[src/rtl/timer_multi_core_if.sv]
// Bus bundle between the timer register block (master) and timer_multi_core (slave).
// Per-channel fields are packed [channel][bit], matching channel i at bits [i*W +: W].
interface timer_multi_core_if #(
    parameter int NUM_CH      = 4,
    parameter int WIDTH       = 32,
    parameter int PRESC_WIDTH = 32
);
    logic [PRESC_WIDTH-1:0]         prescaler_init;
    logic [NUM_CH-1:0][WIDTH-1:0]   ch_limit;
    logic [NUM_CH-1:0][1:0]         ch_mode;
    logic [NUM_CH-1:0]              start;
    logic [NUM_CH-1:0]              stop;
    logic [NUM_CH-1:0]              event_clr;
    logic [NUM_CH-1:0][WIDTH-1:0]   curr_timer;
    logic [NUM_CH-1:0]              running;
    logic [NUM_CH-1:0]              event_pulse;
    // sticky terminal-event flag ("event" is a reserved word)
    logic [NUM_CH-1:0]              event_flag;

    modport master (
        output prescaler_init, ch_limit, ch_mode, start, stop, event_clr,
        input  curr_timer, running, event_pulse, event_flag
    );

    modport slave (
        input  prescaler_init, ch_limit, ch_mode, start, stop, event_clr,
        output curr_timer, running, event_pulse, event_flag
    );
endinterface

[src/rtl/timer_multi_core.sv]
// Multi-channel timer core: NUM_CH independent IDLE/RUN channels sharing one prescale divisor.
// Each channel runs one-shot, periodic or free-running and reports a pulse plus sticky event.
module timer_multi_core_ch #(
    parameter int WIDTH       = 32,
    parameter int PRESC_WIDTH = 32
) (
    input  logic                   clk,
    input  logic                   reset_n,
    input  logic [PRESC_WIDTH-1:0] presc_init_i,
    input  logic [WIDTH-1:0]       limit_i,
    input  logic [1:0]             mode_i,
    input  logic                   start_i,
    input  logic                   stop_i,
    input  logic                   event_clr_i,
    output logic [WIDTH-1:0]       timer_o,
    output logic                   running_o,
    output logic                   event_pulse_o,
    output logic                   event_o
);
    typedef enum logic {IDLE = 1'b0, RUN = 1'b1} state_e;

    state_e                 state_q, state_d;
    logic [PRESC_WIDTH-1:0] presc_q, presc_d, presc_last;
    logic [WIDTH-1:0]       timer_q, timer_d, limit_last;
    logic                   pulse_q, flag_q, hit;
    logic                   tick, mode_free, mode_per;

    // P=0 behaves as P=1; L=0 wraps to all-ones so the count spans 2^WIDTH
    assign presc_last = (presc_init_i == '0) ? '0 : presc_init_i - PRESC_WIDTH'(1);
    assign limit_last = limit_i - WIDTH'(1);
    assign tick       = (presc_q == presc_last);
    assign mode_free  = (mode_i == 2'd2);
    assign mode_per   = (mode_i == 2'd1);

    always_ff @(posedge clk or negedge reset_n) begin
        if (!reset_n) begin
            state_q <= IDLE;
            presc_q <= '0;
            timer_q <= '0;
            pulse_q <= 1'b0;
            flag_q  <= 1'b0;
        end else begin
            state_q <= state_d;
            presc_q <= presc_d;
            timer_q <= timer_d;
            pulse_q <= hit;
            flag_q  <= hit | (flag_q & ~event_clr_i);
        end
    end

    always_comb begin
        state_d = state_q;
        presc_d = presc_q;
        timer_d = timer_q;
        hit     = 1'b0;
        case (state_q)
            IDLE: begin
                if (start_i) begin
                    state_d = RUN;
                    presc_d = '0;
                    timer_d = '0;
                end
            end
            RUN: begin
                if (stop_i) begin
                    state_d = IDLE;
                end else if (start_i) begin
                    presc_d = '0;
                    timer_d = '0;
                end else if (tick) begin
                    presc_d = '0;
                    if (mode_free) begin
                        timer_d = timer_q + WIDTH'(1);
                        hit     = &timer_q;
                    end else if (timer_q == limit_last) begin
                        hit = 1'b1;
                        // mode 3 falls through to one-shot behaviour
                        if (mode_per) timer_d = '0;
                        else          state_d = IDLE;
                    end else begin
                        timer_d = timer_q + WIDTH'(1);
                    end
                end else begin
                    presc_d = presc_q + PRESC_WIDTH'(1);
                end
            end
            default: state_d = IDLE;
        endcase
    end

    always_comb begin
        running_o     = (state_q == RUN);
        timer_o       = timer_q;
        event_pulse_o = pulse_q;
        event_o       = flag_q;
    end
endmodule

module timer_multi_core #(
    parameter int NUM_CH      = 4,
    parameter int WIDTH       = 32,
    parameter int PRESC_WIDTH = 32
) (
    input  logic             clk,
    input  logic             reset_n,
    timer_multi_core_if.slave bus
);
    logic [NUM_CH-1:0][WIDTH-1:0] timer_w;
    logic [NUM_CH-1:0]            running_w, pulse_w, flag_w;

    for (genvar g = 0; g < NUM_CH; g++) begin : g_ch
        timer_multi_core_ch #(
            .WIDTH       (WIDTH),
            .PRESC_WIDTH (PRESC_WIDTH)
        ) u_ch (
            .clk           (clk),
            .reset_n       (reset_n),
            .presc_init_i  (bus.prescaler_init),
            .limit_i       (bus.ch_limit[g]),
            .mode_i        (bus.ch_mode[g]),
            .start_i       (bus.start[g]),
            .stop_i        (bus.stop[g]),
            .event_clr_i   (bus.event_clr[g]),
            .timer_o       (timer_w[g]),
            .running_o     (running_w[g]),
            .event_pulse_o (pulse_w[g]),
            .event_o       (flag_w[g])
        );
    end

    assign bus.curr_timer  = timer_w;
    assign bus.running     = running_w;
    assign bus.event_pulse = pulse_w;
    assign bus.event_flag  = flag_w;
endmodule

[src/flat_wrapper.sv]
// flat-port wrapper written by rule: the top's interface ports become plain ports
module timer_multi_core_flat 
#(
    parameter int NUM_CH      = 4,
    parameter int WIDTH       = 32,
    parameter int PRESC_WIDTH = 32
)
  (clk, reset_n, bus_prescaler_init, bus_ch_limit, bus_ch_mode, bus_start, bus_stop, bus_event_clr, bus_curr_timer, bus_running, bus_event_pulse, bus_event_flag);
  timer_multi_core_if #(.NUM_CH(NUM_CH), .WIDTH(WIDTH), .PRESC_WIDTH(PRESC_WIDTH)) bus_i ();
  input  logic clk;
  input  logic reset_n;
  input wire logic [$bits(bus_i.prescaler_init)-1:0] bus_prescaler_init;
  input wire logic [$bits(bus_i.ch_limit)-1:0] bus_ch_limit;
  input wire logic [$bits(bus_i.ch_mode)-1:0] bus_ch_mode;
  input wire logic [$bits(bus_i.start)-1:0] bus_start;
  input wire logic [$bits(bus_i.stop)-1:0] bus_stop;
  input wire logic [$bits(bus_i.event_clr)-1:0] bus_event_clr;
  output wire logic [$bits(bus_i.curr_timer)-1:0] bus_curr_timer;
  output wire logic [$bits(bus_i.running)-1:0] bus_running;
  output wire logic [$bits(bus_i.event_pulse)-1:0] bus_event_pulse;
  output wire logic [$bits(bus_i.event_flag)-1:0] bus_event_flag;
  assign bus_i.prescaler_init = bus_prescaler_init;
  assign bus_i.ch_limit = bus_ch_limit;
  assign bus_i.ch_mode = bus_ch_mode;
  assign bus_i.start = bus_start;
  assign bus_i.stop = bus_stop;
  assign bus_i.event_clr = bus_event_clr;
  assign bus_curr_timer = bus_i.curr_timer;
  assign bus_running = bus_i.running;
  assign bus_event_pulse = bus_i.event_pulse;
  assign bus_event_flag = bus_i.event_flag;
  timer_multi_core #(.NUM_CH(NUM_CH), .WIDTH(WIDTH), .PRESC_WIDTH(PRESC_WIDTH)) u_core (.clk(clk), .reset_n(reset_n), .bus(bus_i));
endmodule
[config.mk]
export PLATFORM = sky130hd
export DESIGN_NAME = timer_multi_core_flat
export DESIGN_NICKNAME = d
export VERILOG_FILES = /design/src/rtl/timer_multi_core_if.sv /design/src/rtl/timer_multi_core.sv /design/src/flat_wrapper.sv
export SDC_FILE = /design/constraint.sdc
export NUM_CORES = 1
export LEC_CHECK = 0
export CAP_MARGIN = 40
export CORE_ASPECT_RATIO = 0.75
export CORE_MARGIN = 3
export CORE_UTILIZATION = 37
export CTS_CLUSTER_SIZE = 16
export DETAILED_ROUTE_END_ITERATION = 10
export DONT_BUFFER_PORTS = 1
export GPL_ROUTABILITY_DRIVEN = 1
export PLACE_DENSITY_LB_ADDON = 0.12
export SETUP_SLACK_MARGIN = 0.02
export SLEW_MARGIN = 20
export SYNTH_ARGS = -nofsm -noshare
export SYNTH_HDL_FRONTEND = slang
export SYNTH_SLANG_ARGS = --single-unit
export TNS_END_PERCENT = 100
[constraint.sdc]
create_clock -name clk -period 2.9 [get_ports clk]
set_input_delay 0.145 -clock clk [delete_from_list [all_inputs] [get_ports clk]]
set_output_delay 0.145 -clock clk [all_outputs]
set_load 0.05 [all_outputs]
# Word-level counts from Yosys, hierarchy flattened
# Cells that the tools add are included.
# totals
reg_bits	268
in_bits	182
output_inout_bits	140
word_cells	199
# classes
add_sub_neg	13
n_eq_ne	32
muxes	105
bitwise_logic	16
reduce_logical	13
# op_table
cell	n
32-bit two-way mux	41
32-bit one-hot mux with 2 select lines	8
32-bit by 1-bit adder with 32-bit output, second input constant	8
32-bit == test	8
32-bit by 1-bit subtractor with 32-bit output, second input constant	5
32-bit AND reduction	4
1-bit two-way mux	52
32-bit zero test	1
5-bit inequality test, second input constant	4
2-bit inequality test, second input constant	8
4-bit AND reduction	4
3-bit by 2-bit inequality test with 1-bit output, second input constant	4
2-bit by 1-bit == test with 1-bit output, second input constant	4
2-bit == test, second input constant	4
1-bit inverter	8
1-bit one-hot mux with 2 select lines	4
2-bit AND reduction	4
1-bit bitwise AND	4
1-bit OR	4

# Logic depth before layout (Yosys ltp)
# depth
ltp_word	9
ltp_mapped	18
ltp_nobuf	12

# Cells and area by module
# From an unflattened synthesis, not the netlist that was laid out.
# hier_totals
hier_cells	3553
area_unflattened_um2	27284.9
# modules_own_cells
module	instances	cells_per_inst	area_each_um2	seq_area_each_um2
timer_multi_core_ch (u_core.g_ch[0].u_ch ...)	2	878	6811.5	1676.6
timer_multi_core_ch (u_core.g_ch[2].u_ch)	1	917	6955.4	1676.6
timer_multi_core_ch (u_core.g_ch[3].u_ch)	1	880	6706.4	1676.6

# Worst setup path after synthesis
# OpenSTA, ideal clock, no wires.
# synth_timing
kind	input port to flip-flop
from	input bus_prescaler_init[0]
to	register u_core.g_ch[0].u_ch.presc_q[13]
setup_time_ns	0.119
arrival_ns	4.231
required_time_ns	2.781
path_slack_ns	-1.449
stages	17
path_buffers	5
cell_sequence	inv_1 > ha_1 > or4b_1 > clkbuf_1 > or4_1 > buf_2 > or4_1 > a32oi_1 > nand4_1 > or4_1 > or4_1 > buf_2 > o21a_1 > buf_2 > nor2_4 > buf_6 > nor2_1
# synth_via
elab_chain_cells	7
word_cells_on_any_way	8
classes_between	add/sub (1); eq/ne (1); mux (5); reduce/logical (1)
# synth_lines
item	line_no	text
start, declared	flat_wrapper.sv:12	input wire logic [$bits(bus_i.prescaler_init)-1:0] bus_prescaler_init;
32-bit by 1-bit subtractor with 32-bit output or 32-bit zero test (tied branches)	timer_multi_core.sv:29	assign presc_last = (presc_init_i == '0) ? '0 : presc_init_i - PRESC_WIDTH'(1);
32-bit two-way mux *	timer_multi_core.sv:29	
32-bit == test *	timer_multi_core.sv:31	assign tick = (presc_q == presc_last);
32-bit two-way mux *	timer_multi_core.sv:70	end else if (tick) begin
32-bit two-way mux *	timer_multi_core.sv:67	end else if (start_i) begin
32-bit two-way mux *	timer_multi_core.sv:65	if (stop_i) begin
32-bit one-hot mux with 2 select lines *	timer_multi_core.sv:56	case (state_q)
end signal, assigned	timer_multi_core.sv:44	presc_q <= presc_d;
end, declared	timer_multi_core.sv:23	logic [PRESC_WIDTH-1:0] presc_q, presc_d, presc_last;
# Mark *: on every way between the ends. The rest lies on a longest branch, timed or not. The select of a mux whose other input is x is not followed.
# A chain may end at the register's enable or synchronous reset.

# Worst setup path in the final report
# layout_timing
from	input bus_prescaler_init[9]
to	register u_core.g_ch[0].u_ch.presc_q[2]
# The elaborated chain is that of the path after synthesis.

==> reports/qor.yml <==
arrival_ns: 4.09
startpoint_type: "input pin"
p_sw_w: 0.003288
drt_first_pass_iters: 5
combPwrFrac: 0.232
ant_nets: 0
mostFrequentLayoutCells: "buf_4 (817), nor2_1 (275), dfrtp_1 (267)"
cts.clk_slew.worst_paths_ns: 0.06
p_leak_nw: 15.69
skew_ns: 0.03501
slowest_stage: "or4_4"
wire_per_inst_um: 25.19
syn_to_final_growth_pct: 50.09
status: "finished with violations"
fp.dieArea_sq_um: 72050
grt_pass1_vias: 28970
hold_viol_final: 268
holdWs_ns: -0.7072
port_buffers: 0
synth_edf_count: 0
dpl.cell_count: 4799
pin_count: 322
power_frac_clock: 0.409
sw_frac_of_total: 0.3072
cts-buffers-inserted: 34
ir_drop_v: 0.0002776
fin_cells: 4982
slowest_delay_ns: 0.60
drcViolationCount: 0
violations: "hold timing, setup timing"
routabilityCongestion: 1.063
vias_per_cell: 6.242
placementRows: 82
r2r-start: "u_core.g_ch[1].u_ch.timer_o[7]"
seq_area_frac_synth: 0.2633
final.period_utilization: 1.267
grt_max_degree: 269
setup_slack_ns: -0.7754
hp-class: "input pin to async pin"
wl_mm: 125.5
track_usage: 0.3225
syn-num-nets: 3535
clockRootBuffer: "clkbuf_16"
tightestPinTransition_ns: 0.9827
max-slew-margin-rel: 0.3448
die_y_um: 233.2
initial_core_util: 0.3773
fin_nets: 4282
vias: 31100
power.density_nw_per_um2: 280.0
tns_ns: -158.03
final_common_cell: "buf_4"
path_max_fanout: 7
cp-startpoint: "bus_prescaler_init[9]"
antennaDiodeCount: 0
dp_hpwl_mm: 92.22
synth_flop_cell: "dfrtp_1"
overflow: 0
n_fill_cell: 6133
crit_top_cell: "or4_4"
die_w_um: 309.0
worstPathCellList: "or3_4 > buf_6 > or4_4 > buf_12 > or4_4 > a32oi_2 > nand4_1 > or4_1 > or4_4 > buf_4 > o21a_4 > buf_4 > a21oi_2 > o22ai_1"
layout-drive-gt1-share: 0.3620
ys_seq_elements: 268
cts-htree-levels: 2
cp-end-kind: "flop"
core_sq_um: 67510
min_period_ns: 3.675
fin_util: 0.5662
synth_area_per_cell_sq_um: 7.644
cap_violations: 0
place_ws_ns: -1.944
ys_warn_count: 0
syn_area_sq_um: 25470
antenna_found_initial: 1
synth.distinct_cells: 95
fmax_mhz: 272.1
critPathKind: "input pin to flop"
grt_pass1_wl_mm: 180.6
maxSlewViolCount: 0
rsz0062_at_grt: "yes"
cp_num_buf_inv: 4
clkLatencyLatePin_ns: 0.56
final-setup-viol-count: 268
cp_top_family: "simple AND/OR/NAND/NOR gates"
cts_sinks: 268
power.share.sequential: 0.358
async_reset_ff_frac: 1.000
cp.required_ns: 3.31
syn_inst: 3332
drt_iter0_markers: 3333
p_int_w: 0.007414
hold_buffers: 19
clockBufferDepth: 3
cts_tree: "done"
==> layout make-up <==
type | instances | area (sq um) | area share
multi-input combinational | 2705 | 20450 | 0.5351
tap | 882 | 1104 | 0.02887
timing repair buffer | 960 | 8444 | 0.2209
inverter | 110 | 416.7 | 0.01090
sequential | 268 | 6708 | 0.1755
clock buffer | 42 | 920.9 | 0.02409
clock inverter | 15 | 180.2 | 0.004713
==> repair_timing <==
| action | CTS | global route |
|---|---|---|
| gates cloned | 26 | 11 |
| pin swaps | 110 | 137 |
| setup buffers | 48 | 42 |
| hold endpoints to repair | 313 | 268 |
| resized for setup | 315 | 419 |
| setup endpoints to repair | 268 | 268 |
==> layer usage <==
metal,track usage,share of wire,vias up
met1,0.4837,0.46,15330
met3,0.06998,0.094,212
met4,0.07881,0.027,2
met5,0,0.00010,-
li1,-,-,14100
met2,0.4654,0.42,1456
==> power by group through the flow <==
stage,logic [W],clock network (W),registers [W]
finish,0.00248,0.00438,0.00384
floorplan,0.00116,0,0.00388
global route,0.00262,0.00461,0.00384
detailed placement,0.00197,0,0.00390
global placement,0.00194,0,0.00390
CTS,0.00218,0.00447,0.00383
==> per-stage QoR <==
step	hold WS [ns]	cell area, sq um	total power (W)
after floorplan	-0.1506	25710	0.005045
after detailed placement	-0.1437	32290	0.005872
after global placement	-0.1414	32280	0.005842
final	-0.7072	38230	0.01070
after global routing	-0.7279	38230	0.01107
after CTS	-0.7297	35950	0.01048
==> path summary, 6_finish.rpt <==
check | end | slack (ns) | depth (start not counted)
worst max-delay path | u_core.g_ch[0].u_ch.presc_q[2] | -0.78 | 14
worst min-delay path | u_core.g_ch[1].u_ch.timer_o[1] | -0.71 | 0
worst max register to register | u_core.g_ch[1].u_ch.event_o | -0.65 | 12
worst min register to register | u_core.g_ch[2].u_ch.presc_q[14] | 0.54 | 1
max in group asynchronous | u_core.g_ch[2].u_ch.timer_o[3] | 2.88 | 0
min in group clk | u_core.g_ch[0].u_ch.presc_q[0] | 0.01 | 4
==> sequential cells by signal (all words and copies together) (netlist names) <==
signal and cells:
u_core.g_ch.u_ch.event_pulse_o 4, u_core.g_ch.u_ch.event_o 4, u_core.g_ch.u_ch.timer_o 128, u_core.g_ch.u_ch.presc_q 128
u_core.g_ch.u_ch.running_o 4
==> Yosys cell counts (49+ instances only) <==
cell type  count  area share
nor3_1       125       0.025
inv_1        110       0.016
a21oi_1      112       0.022
nor2_1       290       0.043
nand2_1      236       0.035
o21ai_0      154       0.030
nor4_1       103       0.025
o31ai_1       73       0.022
a31oi_1       71       0.017
o311ai_0      50       0.017
or2_2         49       0.012
nand4_1      114       0.028
or3_1         56       0.014
xnor2_1      137       0.047
xor2_1       111       0.038
dfrtp_1      268        0.26
nand3_1      169       0.033
and3_1       108       0.027
clkbuf_1     189       0.028
or4_1         69       0.020
==> cells by family after synthesis <==
| logic type | Yosys count | synth area share |
|---|---|---|
| buffers and inverters | 360 | 0.05694 |
| DFF | 268 | 0.2633 |
| adders and majority gates | 21 | 0.01032 |
| AOI/OAI and AO/OA | 820 | 0.2231 |
| xor gates and xnor gates | 261 | 0.09692 |
| and+or+nand+nor | 1566 | 0.3347 |
| muxes | 36 | 0.01464 |
(Power assumes the default switching activity.)
